==> src/rtl/uart_tx_sched.sv <==
// Round-robin scheduler sharing one UART_TX between NREQ byte producers.
// Grants one requester per frame and follows the frame through UART_TX busy.
module uart_tx_sched #(
  parameter int WIDTH         = 8,
  parameter int NREQ          = 4,
  parameter int START_TIMEOUT = 4
) (
  input  logic                     CLK,
  input  logic                     RST,
  input  logic [NREQ-1:0]          req,
  input  logic [NREQ*WIDTH-1:0]    req_data,
  input  logic [NREQ-1:0]          req_par_en,
  input  logic [NREQ-1:0]          req_par_type,
  output logic [NREQ-1:0]          ack,
  output logic [NREQ-1:0]          done,
  output logic                     start_err,
  output logic [$clog2(NREQ)-1:0]  active_id,
  input  logic                     tx_busy,
  output logic                     Data_Valid,
  output logic [WIDTH-1:0]         P_DATA,
  output logic                     parity_enable,
  output logic                     parity_type
);

  localparam int ID_W  = $clog2(NREQ);
  localparam int CNT_W = $clog2(START_TIMEOUT) + 1;
  localparam logic [NREQ-1:0] ONE_HOT0 = NREQ'(1);

  localparam logic [1:0] S_IDLE      = 2'd0;
  localparam logic [1:0] S_ISSUE     = 2'd1;
  localparam logic [1:0] S_WAIT_BUSY = 2'd2;
  localparam logic [1:0] S_WAIT_DONE = 2'd3;

  logic [1:0]      state;
  logic [ID_W-1:0] ptr;
  logic [CNT_W-1:0] cnt;
  logic            grant_vld;
  logic [ID_W-1:0] grant_idx;
  logic [ID_W-1:0] scan_idx;
  int              scan_pos;

  // First set request at or above ptr, wrapping back to 0.
  always_comb begin
    grant_vld = 1'b0;
    grant_idx = '0;
    scan_idx  = '0;
    scan_pos  = 0;
    for (int k = 0; k < NREQ; k++) begin
      scan_pos = int'(ptr) + k;
      if (scan_pos >= NREQ) scan_pos = scan_pos - NREQ;
      scan_idx = ID_W'(scan_pos);
      if (!grant_vld && req[scan_idx]) begin
        grant_vld = 1'b1;
        grant_idx = scan_idx;
      end
    end
  end

  always_ff @(posedge CLK or posedge RST) begin
    if (RST) begin
      state         <= S_IDLE;
      ptr           <= '0;
      cnt           <= '0;
      ack           <= '0;
      done          <= '0;
      start_err     <= 1'b0;
      active_id     <= '0;
      Data_Valid    <= 1'b0;
      P_DATA        <= '0;
      parity_enable <= 1'b0;
      parity_type   <= 1'b0;
    end else begin
      ack        <= '0;
      done       <= '0;
      start_err  <= 1'b0;
      Data_Valid <= 1'b0;
      case (state)
        S_IDLE: begin
          if (grant_vld && !tx_busy) begin
            P_DATA        <= req_data[grant_idx*WIDTH +: WIDTH];
            parity_enable <= req_par_en[grant_idx];
            parity_type   <= req_par_type[grant_idx];
            active_id     <= grant_idx;
            ack           <= ONE_HOT0 << grant_idx;
            Data_Valid    <= 1'b1;
            ptr           <= (grant_idx == ID_W'(NREQ-1)) ? '0 : grant_idx + ID_W'(1);
            state         <= S_ISSUE;
          end
        end
        S_ISSUE: begin
          cnt   <= '0;
          state <= S_WAIT_BUSY;
        end
        S_WAIT_BUSY: begin
          // Timeout fires on the cycle the incremented count would hit START_TIMEOUT-1.
          if (tx_busy) begin
            state <= S_WAIT_DONE;
          end else if (cnt == CNT_W'(START_TIMEOUT-2)) begin
            start_err <= 1'b1;
            state     <= S_IDLE;
          end else begin
            cnt <= cnt + CNT_W'(1);
          end
        end
        S_WAIT_DONE: begin
          if (!tx_busy) begin
            done  <= ONE_HOT0 << active_id;
            state <= S_IDLE;
          end
        end
        default: state <= S_IDLE;
      endcase
    end
  end

endmodule

==> config.mk <==
export PLATFORM = sky130hd
export DESIGN_NAME = uart_tx_sched
export DESIGN_NICKNAME = d
export VERILOG_FILES = /design/src/rtl/uart_tx_sched.sv
export SDC_FILE = /design/constraint.sdc
export NUM_CORES = 1
export LEC_CHECK = 0
export CORE_MARGIN = 1
export CORE_UTILIZATION = 45
export CTS_CLUSTER_DIAMETER = 30
export DETAILED_ROUTE_END_ITERATION = 10
export PLACE_DENSITY = 0.95
export SYNTH_ARGS = -nofsm -noshare
export SYNTH_HDL_FRONTEND = slang
export SYNTH_SLANG_ARGS = --single-unit
==> constraint.sdc <==
create_clock -name CLK -period 2.9 [get_ports CLK]
set_input_delay 0.435 -clock CLK [delete_from_list [all_inputs] [get_ports CLK]]
set_output_delay 0.435 -clock CLK [all_outputs]
set_load 0.01 [all_outputs]
### After elaboration in Yosys (flattened, before gate mapping)

Index checks and enable logic that the tools add are counted.

* bits in registers: 29
* word-level logic and storage cells: 97
* output and inout bits: 22

* reduce and logical (&&, ||, !) cells: 13
* equal/unequal tests: 10
* order comparisons: 9
* $add $sub $neg: 9
* multiplexer cells: 42
* shifts and indexed selects: 3

Operator list (number)
* variable part select 32 x 6 -> 8 bit: 1
* 2-to-1 mux 2 bit: 13
* 2-to-1 mux 4 bit: 4
* less-than comparator 2 x 3 -> 1 bit, second input constant: 5
* 2-to-1 mux 1 bit: 15
* binary-select mux 1 bit (select 2 bit): 6
* >= comparator 3 bit, second input constant: 3
* inequality test 2 bit, second input constant: 4
* one-hot mux 2 bit (4 select lines): 1
* left shift 1 x 2 -> 4 bit, first input constant: 2
* subtractor 2 x 1 -> 2 bit, second input constant: 4
* adder 2 x 2 -> 3 bit, second input constant: 2
* equality test 2 bit, second input constant: 3
* 2-to-1 mux 3 bit: 2
* one-hot mux 3 bit (2 select lines): 1
* AND reduction 3 bit: 2
* logical AND 1 bit: 4
* logical NOT 1 bit: 4
* adder 2 x 1 -> 3 bit, second input constant: 1
* adder 3 x 1 -> 3 bit, second input constant: 1
* equality test 3 x 2 -> 1 bit, second input constant: 1
* >= comparator 2 x 3 -> 1 bit, second input constant: 1
* inequality test 3 bit, second input constant: 1
* adder 2 x 1 -> 2 bit, second input constant: 1
* 4 further kinds: 4

### Depth between registers and ports, before layout

Gate-level depths: netlist (run 1).

* word-level depth: 17
* gate-level depth with buffers: 9
* mapped depth without buffers: 7

### Worst setup path after synthesis (run 1)

No wires, ideal clock.

* path kind: reg2reg
* start: register ptr[1]
* end: register ptr[1]
* required time: 2.774 ns
* library setup time: 0.126 ns
* path slack: 1.093 ns
* arrival: 1.681 ns
* period minus slack after synthesis: 1.807 ns
* cell stages (with the launch flop): 9
* path through: dfrtp_1 nor2b_1 o21ai_2 nand3_2 inv_2 buf_2 ha_1 nand2_1 o21ai_0

* word-level cells in the longest chain between the ends: 16

Ends and longest elaborated chain
* start: declaration: RTL line 35 `logic [ID_W-1:0] ptr;`
* start signal: assignment: RTL line 86 `ptr <= (grant_idx == ID_W'(NREQ-1)) ? '0 : grant_idx + ID_W'(1);`
* branches (longest 16 deep; another with adder 2 x 1 -> 3 bit)

Several ways; the timed one is not identified. The select of a mux whose other input is x is not followed.
A chain may end at the register's enable or synchronous reset.

### Final worst setup path (run 1)

* start: input port req[3]
* end: register parity_enable

* word-level cells in the longest chain between the ends: 14

Ends and longest elaborated chain
* start: declaration: RTL line 10 `input logic [NREQ-1:0] req,`
* binary-select mux 1 bit (select 2 bit): RTL line 52 `if (!grant_vld && req[scan_idx]) begin`
* 2-to-1 mux 1 bit (not written as such): RTL line 52
* 2-to-1 mux 1 bit: RTL line 52
* logical NOT 1 bit: RTL line 52
* logical AND 1 bit: RTL line 52
* 2-to-1 mux 1 bit: RTL line 52
* logical NOT 1 bit: RTL line 52
* logical AND 1 bit: RTL line 52
* 2-to-1 mux 1 bit: RTL line 52
* logical NOT 1 bit: RTL line 52
* logical AND 1 bit: RTL line 52
* 2-to-1 mux 2 bit / 2-to-1 mux 1 bit (equally long branches): RTL line 52
* binary-select mux 1 bit (select 2 bit) / logical AND 1 bit (equally long branches): RTL line 81, 79
* 2-to-1 mux 1 bit (not written as such) / AND reduction 2 bit (equally long branches)
* end signal: assignment: RTL line 81 `parity_enable <= req_par_en[grant_idx];`
* end: declaration: RTL line 21 `output logic parity_enable,`

Several ways; a longest one is shown, not always the timed one. The select of a mux whose other input is x is not followed.

==> results of run 1 <==
==> cells by family after synthesis <==
| family | share of synthesized area |
|---|---|
| compound gates | 0.274 |
| fa+ha+maj | 0.0236 |
| buf+inv | 0.0605 |
| flops | 0.456 |
| mux | 0.0126 |
| simple gates | 0.174 |
==> cell usage in the layout, fill, tap and decap left out, types with 2 or more instances in the layout <==
master,instances
nand2b_1,3
a211o_1,9
o22ai_1,2
nand2_1,7
dfrtp_1,29
nor3_1,4
nor2_1,8
mux2i_1,2
o21ai_0,6
nand4_1,9
a21boi_1,9
clkbuf_4,5
a32o_1,9
inv_1,8
o31ai_1,9
nor3b_1,2
a21oi_1,4
a32oi_1,2
nor4_1,2
ha_1,3
buf_4,4
clkdlybuf4s50_1,68
and4_1,2
a31oi_1,2
==> layout make-up <==
class | count | area [um2]
clock inverters | 1 | 30.0
inverters | 10 | 42.5
multi-input cells | 109 | 771
fillers | 275 | 971
repair buffers | 72 | 711
well taps | 46 | 57.6
clock buffers | 7 | 55.1
flip-flops and latches | 29 | 726
==> path summary, 6_finish.rpt <==
path                            endpoint         start  cells after the start
min                               cnt[0]           RST                      3
min in group CLK                 done[2]  active_id[0]                      1
max reg2reg                parity_enable      state[0]                      5
max in group asynchronous         ptr[0]           RST                      3
min reg2reg                      done[2]  active_id[0]                      1
max                        parity_enable        req[3]                      7
==> through the flow <==
step	area [um2]	power (W)
finish	2390	0.00182
detailed placement	2310	0.00148
global placement	2310	0.00145
floorplan	1590	0.00113
CTS	2390	0.00183
global route	2390	0.00195
==> Yosys cell counts, drive strengths merged (3+ instances only) <==
library cell / instances
a21boi: 9
a21oi: 4
nor2: 8
o31ai: 9
dfrtp: 29
buf: 8
nor3: 5
nand2b: 3
a32o: 9
a211o: 9
inv: 10
nand4: 9
nand2: 7
o21ai: 7
ha: 3
==> power groups by stage <==
| stage | registers, W | clock network (W) | logic (W) |
|---|---|---|---|
| detailed placement | 0.000659 | 0 | 0.000825 |
| finish | 0.000652 | 0.000342 | 0.000824 |
| global route | 0.000675 | 0.000371 | 0.000906 |
| global placement | 0.000655 | 0 | 0.000792 |
| CTS | 0.000652 | 0.000350 | 0.000829 |
| floorplan | 0.000668 | 0 | 0.000465 |
==> state kept, by name, indices dropped and copies added, names as in the netlist <==
signal	cells
Data_Valid	1
parity_enable	1
start_err	1
parity_type	1
P_DATA	8
state	2
cnt	3
ack	4
done	4
ptr	2
active_id	2
==> critical path, delay by kind of cell <==
| kind | cells | cell delay (ns) |
|---|---|---|
| compound gates | 2 | 0.42 |
| buf+inv | 2 | 0.70 |
| simple gates | 3 | 0.98 |
==> metal layers <==
layer  global-route usage  up-vias  part of all wire
met1                0.286      702              0.41
met2                0.376       60              0.51
met4                0.111        0             0.014
met3               0.0693        8             0.065
met5                    0        -                 0
li1                     -      747                 -
==> flow_summary.json, run 1 <==
{
  "grt_overflow": 0,
  "num_io_pins": 69,
  "hold_viol": 0,
  "hold_slack_ns": 0.462,
  "grt_max_degree": 30,
  "post-place-cells": 266,
  "synth_edf_count": 0,
  "fin_ws_ns": 0.623,
  "postCtsResizedCells": 0,
  "post_cts_buffers": 0,
  "rsz0062_at_grt": "no",
  "required_ns": 3.17,
  "maxCapViolations": 0,
  "gp_congestion": 0.808,
  "worst_ep_arrival_time_ns": 2.55,
  "yosysWarnings": 0,
  "ff2ff_setup_slack_ns": 0.78,
  "cts_tree": "yes",
  "crit_path_max_fanout": 10,
  "seq_power_share": 0.359,
  "antenna_left": 0,
  "synth_area_per_cell_um2": 10.1,
  "synth_area_um2": 1590,
  "worst_ir_drop_vdd_v": 0.000369,
  "synth_ff_type": "dfrtp_1",
  "cp-end-kind": "flip-flop",
  "critPathMaxStageDelay_ns": 0.58,
  "die_h_um": 61.5,
  "syn_nets": 207,
  "instances_no_fill": 274,
  "die_w_um": 61.5,
  "antenna_found_initial": 0,
  "drcViolationCount": 0,
  "p_int_w": 0.00118,
  "combPwrFrac": 0.453,
  "finalClockSkew_ns": 0.0129,
  "synth-async-reset-ratio": 1.00,
  "pre_cts_ws_ns": 0.314,
  "tightest_slew_ns": 0.697,
  "clkPwrFrac": 0.188,
  "path_class": "in2reg",
  "power.net_switching_w": 0.000643,
  "leakage_nw": 1.05,
  "finalWirelength_mm": 3.99,
  "startpoint_type": "input pin",
  "nets": 277,
  "grt_pass1_wl_mm": 6.24,
  "holdCritPathClass": "in2async",
  "initial_core_util": 0.474,
  "hold_buffers": 0,
  "via_per_inst": 5.54,
  "clock-root-buffer": "clkbuf_4",
  "power.density_nw_per_um2": 760,
  "vias": 1517,
  "slew_headroom": 0.535,
  "setup_tns_ns": 0,
  "cts_buffers": 5,
  "clkLatencyLatePin_ns": 0.33,
  "setup_viol": 0,
  "h-tree-depth": 2,
  "yosys.area.top_type_share": 0.456,
  "crit_path_top_delay_cell": "clkdlybuf4s50_1",
  "drive_gt1_frac": 0.0702,
  "synth-seq-area-share": 0.456,
  "synthCells": 157,
  "synth.distinct_cells": 43,
  "die_area_um2": 3780,
  "port_buffers": 68,
  "grt_pass1_vias": 1427,
  "synth_area_leaders": "dfrtp_1 46%, a32o_1 5.7%, a211o_1 4.9%",
  "maxSlewViolCount": 0,
  "p_sw_frac": 0.354,
  "synth-seq-cells": 29,
  "fmax_mhz": 439,
  "min_period_ns": 2.28,
  "status": "finished clean",
  "routedWlPerCell_um": 14.6,
  "cts_sinks": 29,
  "area_growth_pct": 50.2,
  "finish.utilization": 0.711,
  "yosys.area.top_type": "dfrtp_1",
  "path_clk_slew_ns": 0.09,
  "crit_path_cell_trace": "clkdlybuf4s50_1, nor4_1, or4_1, inv_6, and4_1, a21boi_1, a211o_1",
  "clockBufferDepth": 2,
  "grtUsageTotal": 0.233,
  "antenna_cells": 0,
  "design.core.area_um2": 3360,
  "drt_iter0_markers": 55,
  "num_rows": 21,
  "drt_first_pass_iters": 4,
  "place_hpwl_mm": 3.15,
  "finalCritPeriodShare": 0.785
}
(Power assumes the default switching activity.)
==> run 2, diff against run 1 <==
--- a/config.mk
+++ b/config.mk
@@ -6,10 +6,10 @@
 export NUM_CORES = 1
 export LEC_CHECK = 0
 export CORE_MARGIN = 1
-export CORE_UTILIZATION = 45
+export CORE_UTILIZATION = 38
 export CTS_CLUSTER_DIAMETER = 30
 export DETAILED_ROUTE_END_ITERATION = 10
-export PLACE_DENSITY = 0.95
+export PLACE_DENSITY = 0.86
 export SYNTH_ARGS = -nofsm -noshare
 export SYNTH_HDL_FRONTEND = slang
 export SYNTH_SLANG_ARGS = --single-unit
==> constraint.sdc (replaced) <==
create_clock -name CLK -period 1.9 [get_ports CLK]
set_input_delay 0.285 -clock CLK [delete_from_list [all_inputs] [get_ports CLK]]
set_output_delay 0.285 -clock CLK [all_outputs]
set_load 0.01 [all_outputs]
==> run 2 against run 1 <==
Cell count rose by 8.0%; first-iteration DRC count grew 53%; final area up 9.4%; critical path type is now reg2reg; critical endpoint unchanged; largest cell class is now buffers.
==> flow_summary.json, run 2 (synthesis results as in run 1) <==
{
  "status": "finished clean",
  "clkLatencyLatePin_ns": 0.28,
  "die_area_um2": 4450,
  "mostFrequentLayoutCell": "clkdlybuf4s50_1",
  "leakage_nw": 1.17,
  "routedWlPerCell_um": 15.5,
  "path_clk_slew_ns": 0.06,
  "design.core.area_um2": 4000,
  "gp_congestion": 0.812,
  "startpoint_type": "flip-flop",
  "fmax_mhz": 553,
  "cts_tree": "yes",
  "cts_sinks": 29,
  "cts_buffers": 5,
  "crit_path_max_fanout": 9,
  "tightest_slew_ns": 0.756,
  "worst_ep_arrival_time_ns": 1.97,
  "drive_gt1_frac": 0.175,
  "grt_pass1_wl_mm": 7.05,
  "finalWirelength_mm": 4.58,
  "num_rows": 23,
  "num_io_pins": 69,
  "grt_use_met2": 0.372,
  "via_per_inst": 5.55,
  "place_hpwl_mm": 3.37,
  "required_ns": 2.06,
  "crit_path_cell_trace": "nor2b_1, o21a_1, o31ai_2, a21boi_4, a211o_1",
  "grt_max_degree": 30,
  "final_cell_mix": "64 x clkdlybuf4s50_1, 29 x dfrtp_1, 18 x buf_4",
  "cp-end-kind": "flip-flop",
  "drt_first_pass_iters": 4,
  "min_period_ns": 1.81,
  "finalClockSkew_ns": 0.00411,
  "crit_path_top_delay_cell": "dfrtp_1",
  "maxSlewViolCount": 0,
  "crit_buf_inv": 0,
  "crit_family": "compound AO/OA/AOI/OAI gates",
  "power.density_nw_per_um2": 1130,
  "area_growth_pct": 64.3,
  "antenna_cells": 0,
  "antenna_found_initial": 0,
  "slew_headroom": 0.496,
  "initial_core_util": 0.398,
  "drcViolationCount": 0,
  "largest-register": "P_DATA",
  "instances_no_fill": 296,
  "critPathMaxStageDelay_ns": 0.44,
  "top_usage_layer": "met2",
  "post-place-cells": 286,
  "clock-root-buffer": "clkbuf_8",
  "h-tree-depth": 2,
  "pre_cts_ws_ns": -0.509,
  "setup_tns_ns": 0,
  "use_met1": 0.254,
  "path_class": "reg2reg",
  "drt_iter0_markers": 84,
  "antenna_left": 0,
  "port_buffers": 68,
  "maxCapViolations": 0,
  "nets": 295,
  "grtUsageTotal": 0.217,
  "largest_reg_flops": 8,
  "hold_viol": 0,
  "fin_ws_ns": 0.0907,
  "fillers": 342,
  "reg.largest.list": "P_DATA: 8 flops, ack: 4 flops, done: 4 flops",
  "worst_ir_drop_vdd_v": 0.000523,
  "grtUsageMet3": 0.0497,
  "grt_overflow": 0,
  "die_w_um": 66.7,
  "setup_viol": 0,
  "holdCritPathClass": "in2async",
  "die_h_um": 66.7,
  "hold_buffers": 0,
  "rsz0062_at_grt": "no",
  "grt_pass1_vias": 1582,
  "finalCritPeriodShare": 0.952,
  "vias": 1642,
  "clockBufferDepth": 2
}
-- run 2: changes by cell type in the layout (fill, tap and decap cells not counted), moves of 2 or more --
cell	before	now
buf_4	4	18
clkinv_2	0	2
clkbuf_4	5	0
a21boi_1	9	6
clkdlybuf4s50_1	68	64
clkbuf_8	1	5
dlygate4sd2_1	0	3
buf_12	0	2
a21boi_2	0	2
-- run 2: routing by layer --
layer  routed length, um  vias to the layer above
met3                 267                       10
met5                   0                        -
met1                1870                      775
met4                  99                        0
met2                2340                       75
li1                    -                      782
-- run 2: power by group --
part	switching (W)	leakage (nW)	internal, W	total [W]
Combinational	0.000701	0.746	0.000803	0.00150
Clock	0.000226	0.0450	0.000253	0.000479
Sequential	0.000162	0.376	0.000817	0.000979
Total	0.00109	1.17	0.00187	0.00296
-- run 2: path summary, 6_finish.rpt --
path | startpoint | cells after the start | endpoint | slack [ns]
max | ptr[1] | 5 | parity_enable | 0.09
max reg2reg | ptr[1] | 5 | parity_enable | 0.09
min in group CLK | active_id[0] | 1 | done[0] | 0.52
min reg2reg | active_id[0] | 1 | done[0] | 0.52
max in group asynchronous | RST | 3 | ack[0] | 1.26
min | RST | 3 | ack[1] | 0.38
-- run 2: final cells by class --
class,instances,area [um2],area share
clock buffers,6,72.6,0.0277
clock inverters,2,10.0,0.00382
inverters,10,42.5,0.0163
multi-input cells,109,833,0.318
flip-flops and latches,29,726,0.277
well taps,50,62.6,0.0239
repair buffers,90,871,0.333
-- run 2: what timing repair did --
action | 4_1_cts | 5_1_grt
gates resized for setup | 11 | 8
pin swaps | 3 | 1
gates cloned | 0 | 1
setup endpoints to repair | 11 | 10
buffers inserted | 1 | 0
-- run 2: worst register-to-register path, cell delays in order, from the launching register on --
cell      delay, ns
dfrtp_1        0.44
nor2b_1        0.18
o21a_1         0.31
o31ai_2        0.38
a21boi_4       0.10
a211o_1        0.28
-- run 2: metrics by stage --
| stage | util | power [W] | cell area [um2] | hold slack, ns |
|---|---|---|---|---|
| 2_1_floorplan | - | 0.00173 | 1590 | 0.356 |
| 3_3_place_gp | 0.611 | 0.00236 | 2440 | 0.508 |
| 3_5_place_dp | 0.611 | 0.00241 | 2440 | 0.523 |
| 4_1_cts | 0.644 | 0.00294 | 2580 | 0.386 |
| 5_1_grt | 0.654 | 0.00316 | 2620 | 0.414 |
| 6_report | 0.654 | 0.00296 | 2620 | 0.377 |
